File: config.mk
export PLATFORM = sky130hd
export DESIGN_NAME = param_lifo_fifo_queue
export DESIGN_NICKNAME = d
export VERILOG_FILES = /design/src/rtl/param_lifo_fifo_queue.sv
export SDC_FILE = /design/constraint.sdc
export NUM_CORES = 1
export LEC_CHECK = 0
export ABC_AREA = 1
export CAP_MARGIN = 5
export CORE_MARGIN = 4
export CORE_UTILIZATION = 35
export CTS_CLUSTER_SIZE = 14
export DETAILED_ROUTE_END_ITERATION = 6
export PLACE_DENSITY = 0.59
export SYNTH_ARGS = -nofsm -noshare
export SYNTH_HDL_FRONTEND = slang
export SYNTH_SLANG_ARGS = --single-unit
File: constraint.sdc
create_clock -name clk -period 3.7 [get_ports clk]
set_clock_uncertainty 0.2 [all_clocks]
set_input_delay 0.925 -clock clk [delete_from_list [all_inputs] [get_ports clk]]
set_output_delay 0.925 -clock clk [all_outputs]
set_load 0.02 [all_outputs]
File: src/rtl/param_lifo_fifo_queue.sv
// Bounded single-clock queue, LIFO (MODE=0) or FIFO (MODE=1), with sticky overflow/underflow flags.
// Optional high-water tracking output enabled by defining PLFQ_HIGH_WATER_EN.
module param_lifo_fifo_queue #(
   parameter int DATA_W = 8,
   parameter int DEPTH  = 16,
   parameter int MODE   = 0,
   localparam int CNT_W = $clog2(DEPTH + 1)
) (
   input  logic              clk,
   input  logic              reset,
   input  logic              clear,
   input  logic              push_en,
   input  logic [DATA_W-1:0] push_data,
   input  logic              pop_en,
   output logic [DATA_W-1:0] pop_data,
   output logic              pop_data_valid,
   output logic [DATA_W-1:0] peek_data,
   output logic              full,
   output logic              empty,
   output logic [CNT_W-1:0]  count,
   output logic              overflow,
   output logic              underflow
`ifdef PLFQ_HIGH_WATER_EN
   ,
   output logic [CNT_W-1:0]  high_water
`endif
);

   localparam int PTR_W = $clog2(DEPTH);
   localparam logic [CNT_W-1:0] DEPTH_C  = CNT_W'(DEPTH);
   localparam logic [PTR_W-1:0] LAST_PTR = PTR_W'(DEPTH - 1);

   logic [DATA_W-1:0] mem_r [DEPTH];
   logic [PTR_W-1:0]  wr_ptr_r;
   logic [PTR_W-1:0]  rd_ptr_r;
   logic [CNT_W-1:0]  count_r;
   logic [DATA_W-1:0] pop_data_r;
   logic              pop_valid_r;
   logic              overflow_r;
   logic              underflow_r;

   logic              pop_ok_s;
   logic              push_ok_s;
   logic [PTR_W-1:0]  top_idx_s;
   logic [PTR_W-1:0]  rd_idx_s;
   logic [PTR_W-1:0]  wr_idx_s;
   logic [CNT_W-1:0]  count_nxt_s;
   logic              is_empty_s;

   function automatic logic [PTR_W-1:0] ptr_inc(input logic [PTR_W-1:0] p);
      if (p == LAST_PTR) begin
         return {PTR_W{1'b0}};
      end else begin
         return p + PTR_W'(1);
      end
   endfunction

   // Accept decisions, storage indices and next occupancy
   always_comb begin
      is_empty_s  = (count_r == {CNT_W{1'b0}});
      pop_ok_s    = pop_en && !is_empty_s;
      push_ok_s   = push_en && ((count_r != DEPTH_C) || pop_ok_s);
      top_idx_s   = PTR_W'(count_r - CNT_W'(1));
      if (MODE == 1) begin
         rd_idx_s = rd_ptr_r;
         wr_idx_s = wr_ptr_r;
      end else begin
         rd_idx_s = top_idx_s;
         // a simultaneous pop frees the top slot, so the push overwrites it
         wr_idx_s = pop_ok_s ? top_idx_s : PTR_W'(count_r);
      end
      if (push_ok_s && !pop_ok_s) begin
         count_nxt_s = count_r + CNT_W'(1);
      end else if (pop_ok_s && !push_ok_s) begin
         count_nxt_s = count_r - CNT_W'(1);
      end else begin
         count_nxt_s = count_r;
      end
   end

   // Control state: occupancy, pointers, popped data and sticky flags
   always_ff @(posedge clk) begin
      if (reset) begin
         count_r     <= {CNT_W{1'b0}};
         wr_ptr_r    <= {PTR_W{1'b0}};
         rd_ptr_r    <= {PTR_W{1'b0}};
         pop_data_r  <= {DATA_W{1'b0}};
         pop_valid_r <= 1'b0;
         overflow_r  <= 1'b0;
         underflow_r <= 1'b0;
      end else if (clear) begin
         count_r     <= {CNT_W{1'b0}};
         wr_ptr_r    <= {PTR_W{1'b0}};
         rd_ptr_r    <= {PTR_W{1'b0}};
         pop_valid_r <= 1'b0;
         overflow_r  <= 1'b0;
         underflow_r <= 1'b0;
      end else begin
         count_r     <= count_nxt_s;
         pop_valid_r <= pop_ok_s;
         if (pop_ok_s) begin
            pop_data_r <= mem_r[rd_idx_s];
            rd_ptr_r   <= ptr_inc(rd_ptr_r);
         end
         if (push_ok_s) begin
            wr_ptr_r <= ptr_inc(wr_ptr_r);
         end
         if (push_en && !push_ok_s) begin
            overflow_r <= 1'b1;
         end
         if (pop_en && !pop_ok_s) begin
            underflow_r <= 1'b1;
         end
      end
   end

   // Storage array, intentionally not reset
   always_ff @(posedge clk) begin
      if (!reset && !clear && push_ok_s) begin
         mem_r[wr_idx_s] <= push_data;
      end
   end

`ifdef PLFQ_HIGH_WATER_EN
   logic [CNT_W-1:0] high_water_r;

   // Peak occupancy since the last reset or clear
   always_ff @(posedge clk) begin
      if (reset || clear) begin
         high_water_r <= {CNT_W{1'b0}};
      end else if (count_nxt_s > high_water_r) begin
         high_water_r <= count_nxt_s;
      end
   end

   assign high_water = high_water_r;
`endif

   // stale storage stays hidden while empty
   assign peek_data      = is_empty_s ? {DATA_W{1'b0}} : mem_r[rd_idx_s];
   assign pop_data       = pop_data_r;
   assign pop_data_valid = pop_valid_r;
   assign count          = count_r;
   assign full           = (count_r == DEPTH_C);
   assign empty          = is_empty_s;
   assign overflow       = overflow_r;
   assign underflow      = underflow_r;

endmodule

Word level (Yosys, flattened, before mapping)
Memory sizes are Yosys's and may differ from the RTL's.
Cells that the tools add are included.
{"block": "op_classes", "bitwise": 1, "n_reduce_logical": 18, "n_eq_ne": 2, "n_addsub": 2, "mux": 6}
{"operator": "$mux W5", "count": 2}
{"operator": "$logic_and A1 B1 Y1", "count": 8}
{"operator": "$mux W8", "count": 1}
{"operator": "$add A5 B1 Y5 const B", "count": 1}
{"operator": "$eq A5 B5 Y1 const B", "count": 1}
{"operator": "$logic_not A1 Y1", "count": 5}
{"operator": "$logic_not A5 Y1", "count": 1}
{"operator": "$ne A5 B5 Y1 const B", "count": 1}
{"operator": "$sub A5 B1 Y5 const B", "count": 1}
{"operator": "$mux W4", "count": 1}
{"operator": "$mux W1", "count": 2}
{"operator": "$reduce_and A2 Y1", "count": 1}
{"operator": "$reduce_bool A2 Y1", "count": 1}
{"operator": "$reduce_or A2 Y1", "count": 1}
{"operator": "$logic_or A1 B1 Y1", "count": 1}
{"operator": "$not A1 Y1", "count": 1}
{"block": "totals", "output_inout_bits": 26, "mem_count": 1, "register_bits": 16, "ramBits": 128, "wordCells": 35, "in_bits": 13}
{"memory": "mem_r", "depth": 16, "word_bits": 8, "read_ports": 1, "rd_clocked_by_memory_dff": 0, "wr": 1, "line_no": "33", "text": "logic [DATA_W-1:0] mem_r [DEPTH];"}

Depth between registers and ports, before layout
{"block": "logic_depth", "word_depth": 9, "depth_mapped": 17, "ltp_nobuf": 14}

Least setup slack after synthesis
No wires, ideal clock.
{"block": "synth_path", "path_type": "register -> output", "startpoint": "register count_r[0] (netlist: count[0])", "endpoint": "output peek_data[4]", "path_buffers": 4, "arrival_time_ps": 2363, "required_ps": 2575, "stages_incl_launch_ff": 12, "slack_ps": 212, "cell_sequence": "dfxtp_1 inv_2 buf_2 buf_2 ha_1 buf_2 inv_1 clkbuf_1 nand3_1 nand3_2 nand3_2 a21oi_1"}
{"block": "synth_via", "elab_chain_cells": 3, "elab_cells_between_ends": 4, "cone_classes": "add/sub (1); mux (1); reduce/logical (1); memory (1)"}
{"element": "from (decl)", "line_no": "36", "text": "logic [CNT_W-1:0] count_r;"}
{"element": "from (signal assigned)", "line_no": "84", "text": "count_r <= {CNT_W{1'b0}};"}
{"element": "from (signal assigned)", "line_no": "92", "text": "count_r <= {CNT_W{1'b0}};"}
{"element": "from (signal assigned)", "line_no": "99", "text": "count_r <= count_nxt_s;"}
{"element": "$sub A5 B1 Y5"}
{"element": "$mem_v2 Z16 W8"}
{"element": "$mux W8 (*)", "line_no": "140", "text": "assign peek_data = is_empty_s ? {DATA_W{1'b0}} : mem_r[rd_idx_s];"}
{"element": "to (decl)", "line_no": "17", "text": "output logic [DATA_W-1:0] peek_data,"}
Mark *: on every way between the ends. The rest lies on a longest branch, timed or not.

Worst setup path in the final report
{"block": "layout_path", "startpoint": "register count_r[0] (netlist: count[0])", "endpoint": "output peek_data[2]"}
The elaborated chain is that of the path after synthesis.

==> qor.yml <==
logic_synthesis:
  netlist_top_cells_area: "edfxtp_1 (57%), nand2_1 (10%), inv_1 (7.1%)"
  synth.distinct_cells: 30
  syn_area_um2: 6693
  synthFlopType: "edfxtp_1"
  syn_avg_cell_area_um2: 9.974
  ys_seq_elements: 144
  yosysMostFrequentCell: "nand2_1"
  synth_edf_count: 128
  synth_warnings: 0
  synth.largest_area_cell: "edfxtp_1"
  synth_top_cell_area_share_pct: 57.43
  synth_cells: 671
  yosys-top-cells-count: "nand2_1 (184), edfxtp_1 (128), inv_1 (127)"
  async_reset_ff_share_pct: 0
  seq_area_frac_synth_pct: 62.22
  synth_nets: 688
drt:
  wl_um: 15820
  drt_iter0_drc: 381
  wire_per_inst_um: 16.21
  drtPass1Iterations: 6
  drt-vias-per-instance: 4.675
  drc: 0
  vias: 4563
  ant_nets: 0
worst_setup_path:
  required_ps: 2570
  cp_cell_sequence: "inv_2 > ha_1 > buf_4 > xor2_2 > buf_12 > nand3_1 > nand3_1 > a21oi_1 > clkdlybuf4s15_1"
  critPathKind: "flop to output port"
  slowest_stage: "dfxtp_2"
  worstSetupStartpoint: "count[0]$_SDFFE_PP0P_"
  critPathMaxStageDelay_ps: 350
  r2r_start: "count[2]$_SDFFE_PP0P_"
  critical_path_buf_inv_count: 4
  path_delay_family: "buffers and inverters"
  endpoint_kind: "output port"
  cp_max_fo: 17
  crit_path_frequent_cell: "nand3_1"
  cp.arrival_ps: 2450
  startpoint_type: "flop"
timing:
  final_max_slew_viol_count: 0
  rsz0062_at_grt: "false"
  final_hold_viol_count: 0
  setup_viol: 0
  fin_setup_tns_ps: 0
  relSlewSlack_pct: 45.46
  max_clock_freq_mhz: 279.8
  hold-worst-slack_ps: 252.2
  fin_crit_ps: 3573
  worstMarginPinSlew_ps: 815.6
  finalCritPeriodShare_pct: 96.58
flow_run:
  max-cap-violations: 0
grt:
  grt_pass1_wl_um: 25150
  grt_max_degree: 69
  antenna_found_initial: 0
  grt_pass1_vias: 4420
  grt-ovfl-total: 0
  grtUsageTotal_pct: 15.35
cells_and_area:
  n_antenna_cell: 0
  utilization_pct: 43.07
  drive_gt1_share_pct: 14.96
  fillCellCount: 1780
  synthToLayoutAreaGrowth_pct: 20.79
  num-nets-final: 747
floorplan:
  die_y_um: 146.3
  rows: 50
  core_area_um2: 18770
  pin_count: 39
  die_width_um: 146.3
  dieArea_um2: 21400
  start_util_pct: 35.66
pwr:
  finalPower_mw: 4.741
  p_leak_nw: 3.415
  ir_drop_v: 0.0002772
  powerDensity_nw_per_um2: 586.4
clocking:
  htreeDepth: 4
  post_cts_buffers: 0
  cts.sink_count: 144
  cts_buffer_depth: 2
  cts_tree: "yes"
  clkSlewWorstSetupHoldPaths_ps: 60
  cts_buffers: 17
  clk_latency_ps: 420
  root_buffer: "clkbuf_16"
placed_design:
  hpwl_um: 10030
  gp_congestion: 0.8210
  port_buffers: 38
outcome:
  outcome: "complete, no violations"
hold_path:
  hp-class: "flop to flop"
  worstHoldStart: "underflow$_SDFFE_PP0P_"
cell families after synthesis:
kind of cell / share of synthesized area (%)
compound gates: 2.748
fa+ha+maj: 0.7478
buf+inv: 9.796
xor+xnor: 0.9909
simple gates: 23.50
flops: 62.22
tightest hold or removal path, stage by stage (launching register included):
cell and delay [ps]:
dfxtp_1 310, inv_1 40, a21oi_1 50
through the flow:
step | instances | instance area, um^2 | setup slack [ps]
3_3_place_gp | 945 | 7482 | 177.7
4_1_cts | 976 | 8090 | 64.75
5_1_grt | 976 | 8084 | 3.194
3_5_place_dp | 945 | 7482 | 161.3
6_report | 976 | 8084 | 126.6
2_1_floorplan | 671 | 6693 | 211.6
per-layer routing:
metal	global-route usage, %	share of wire, %	vias up
met5	0	0	-
met1	22.03	48	2144
met2	23.34	46	128
met4	4.327	1.1	0
li1	-	-	2277
met3	3.662	5.5	14
sequential cells by signal (all words and copies together), names as in the netlist:
| signal | flops |
|---|---|
| underflow | 1 |
| pop_data | 8 |
| mem_r | 128 |
| count | 5 |
| overflow | 1 |
| pop_data_valid | 1 |
layout by cell type (no fill, tap or decap), types with 2 or more instances in the layout:
cell type and instances:
edfxtp_1 128, buf_4 25, nand2_1 184, clkinv_1 2, ha_1 4, dfxtp_1 15
clkdlybuf4s50_1 30, xor2_2 2, clkbuf_16 17, nor2_4 3, nor2_1 19, a21oi_1 23
bufinv_16 4, buf_12 4, clkbuf_1 4, nand3_1 79, clkdlybuf4s15_1 4, clkinv_4 3
nand3_2 34, inv_2 4, o21ai_0 5, o21ai_2 2, clkbuf_2 3, nand2_2 2
inv_1 127
report_power, final:
group	internal (mW)	leakage [nW]	switching [mW]	total, mW
clock network	1.12	0.289	0.640	1.76
registers	1.81	1.28	0.0210	1.83
logic	0.385	1.84	0.760	1.14
path summary, 6_finish.rpt:
| path | endpoint | slack, ps | cells past startpoint |
|---|---|---|---|
| setup reg to reg | mem_r[5][3]$_DFFE_PP_ | 1110 | 10 |
| hold / removal | underflow$_SDFFE_PP0P_ | 250 | 2 |
| setup / recovery | peek_data[2] | 130 | 9 |
| hold reg to reg | underflow$_SDFFE_PP0P_ | 250 | 2 |
layout make-up:
cell class                      instances  area [um^2]  area share [%]
Multi-Input combinational cell        367         1884           23.31
Timing Repair Buffer                   68        643.1           7.955
Inverter                              132        495.5           6.129
Sequential cell                       144         4165           51.52
Clock inverter                         10        162.7           2.012
Tap cell                              234        292.8           3.622
Clock buffer                           21        440.4           5.448
timing repair:
item                                    CTS  global route
resized for setup                        10            10
endpoints found under the hold margin     0             0
hold buffers                              0             0
endpoints found under the setup margin    8             7
Power figures use the tool's default switching activity.
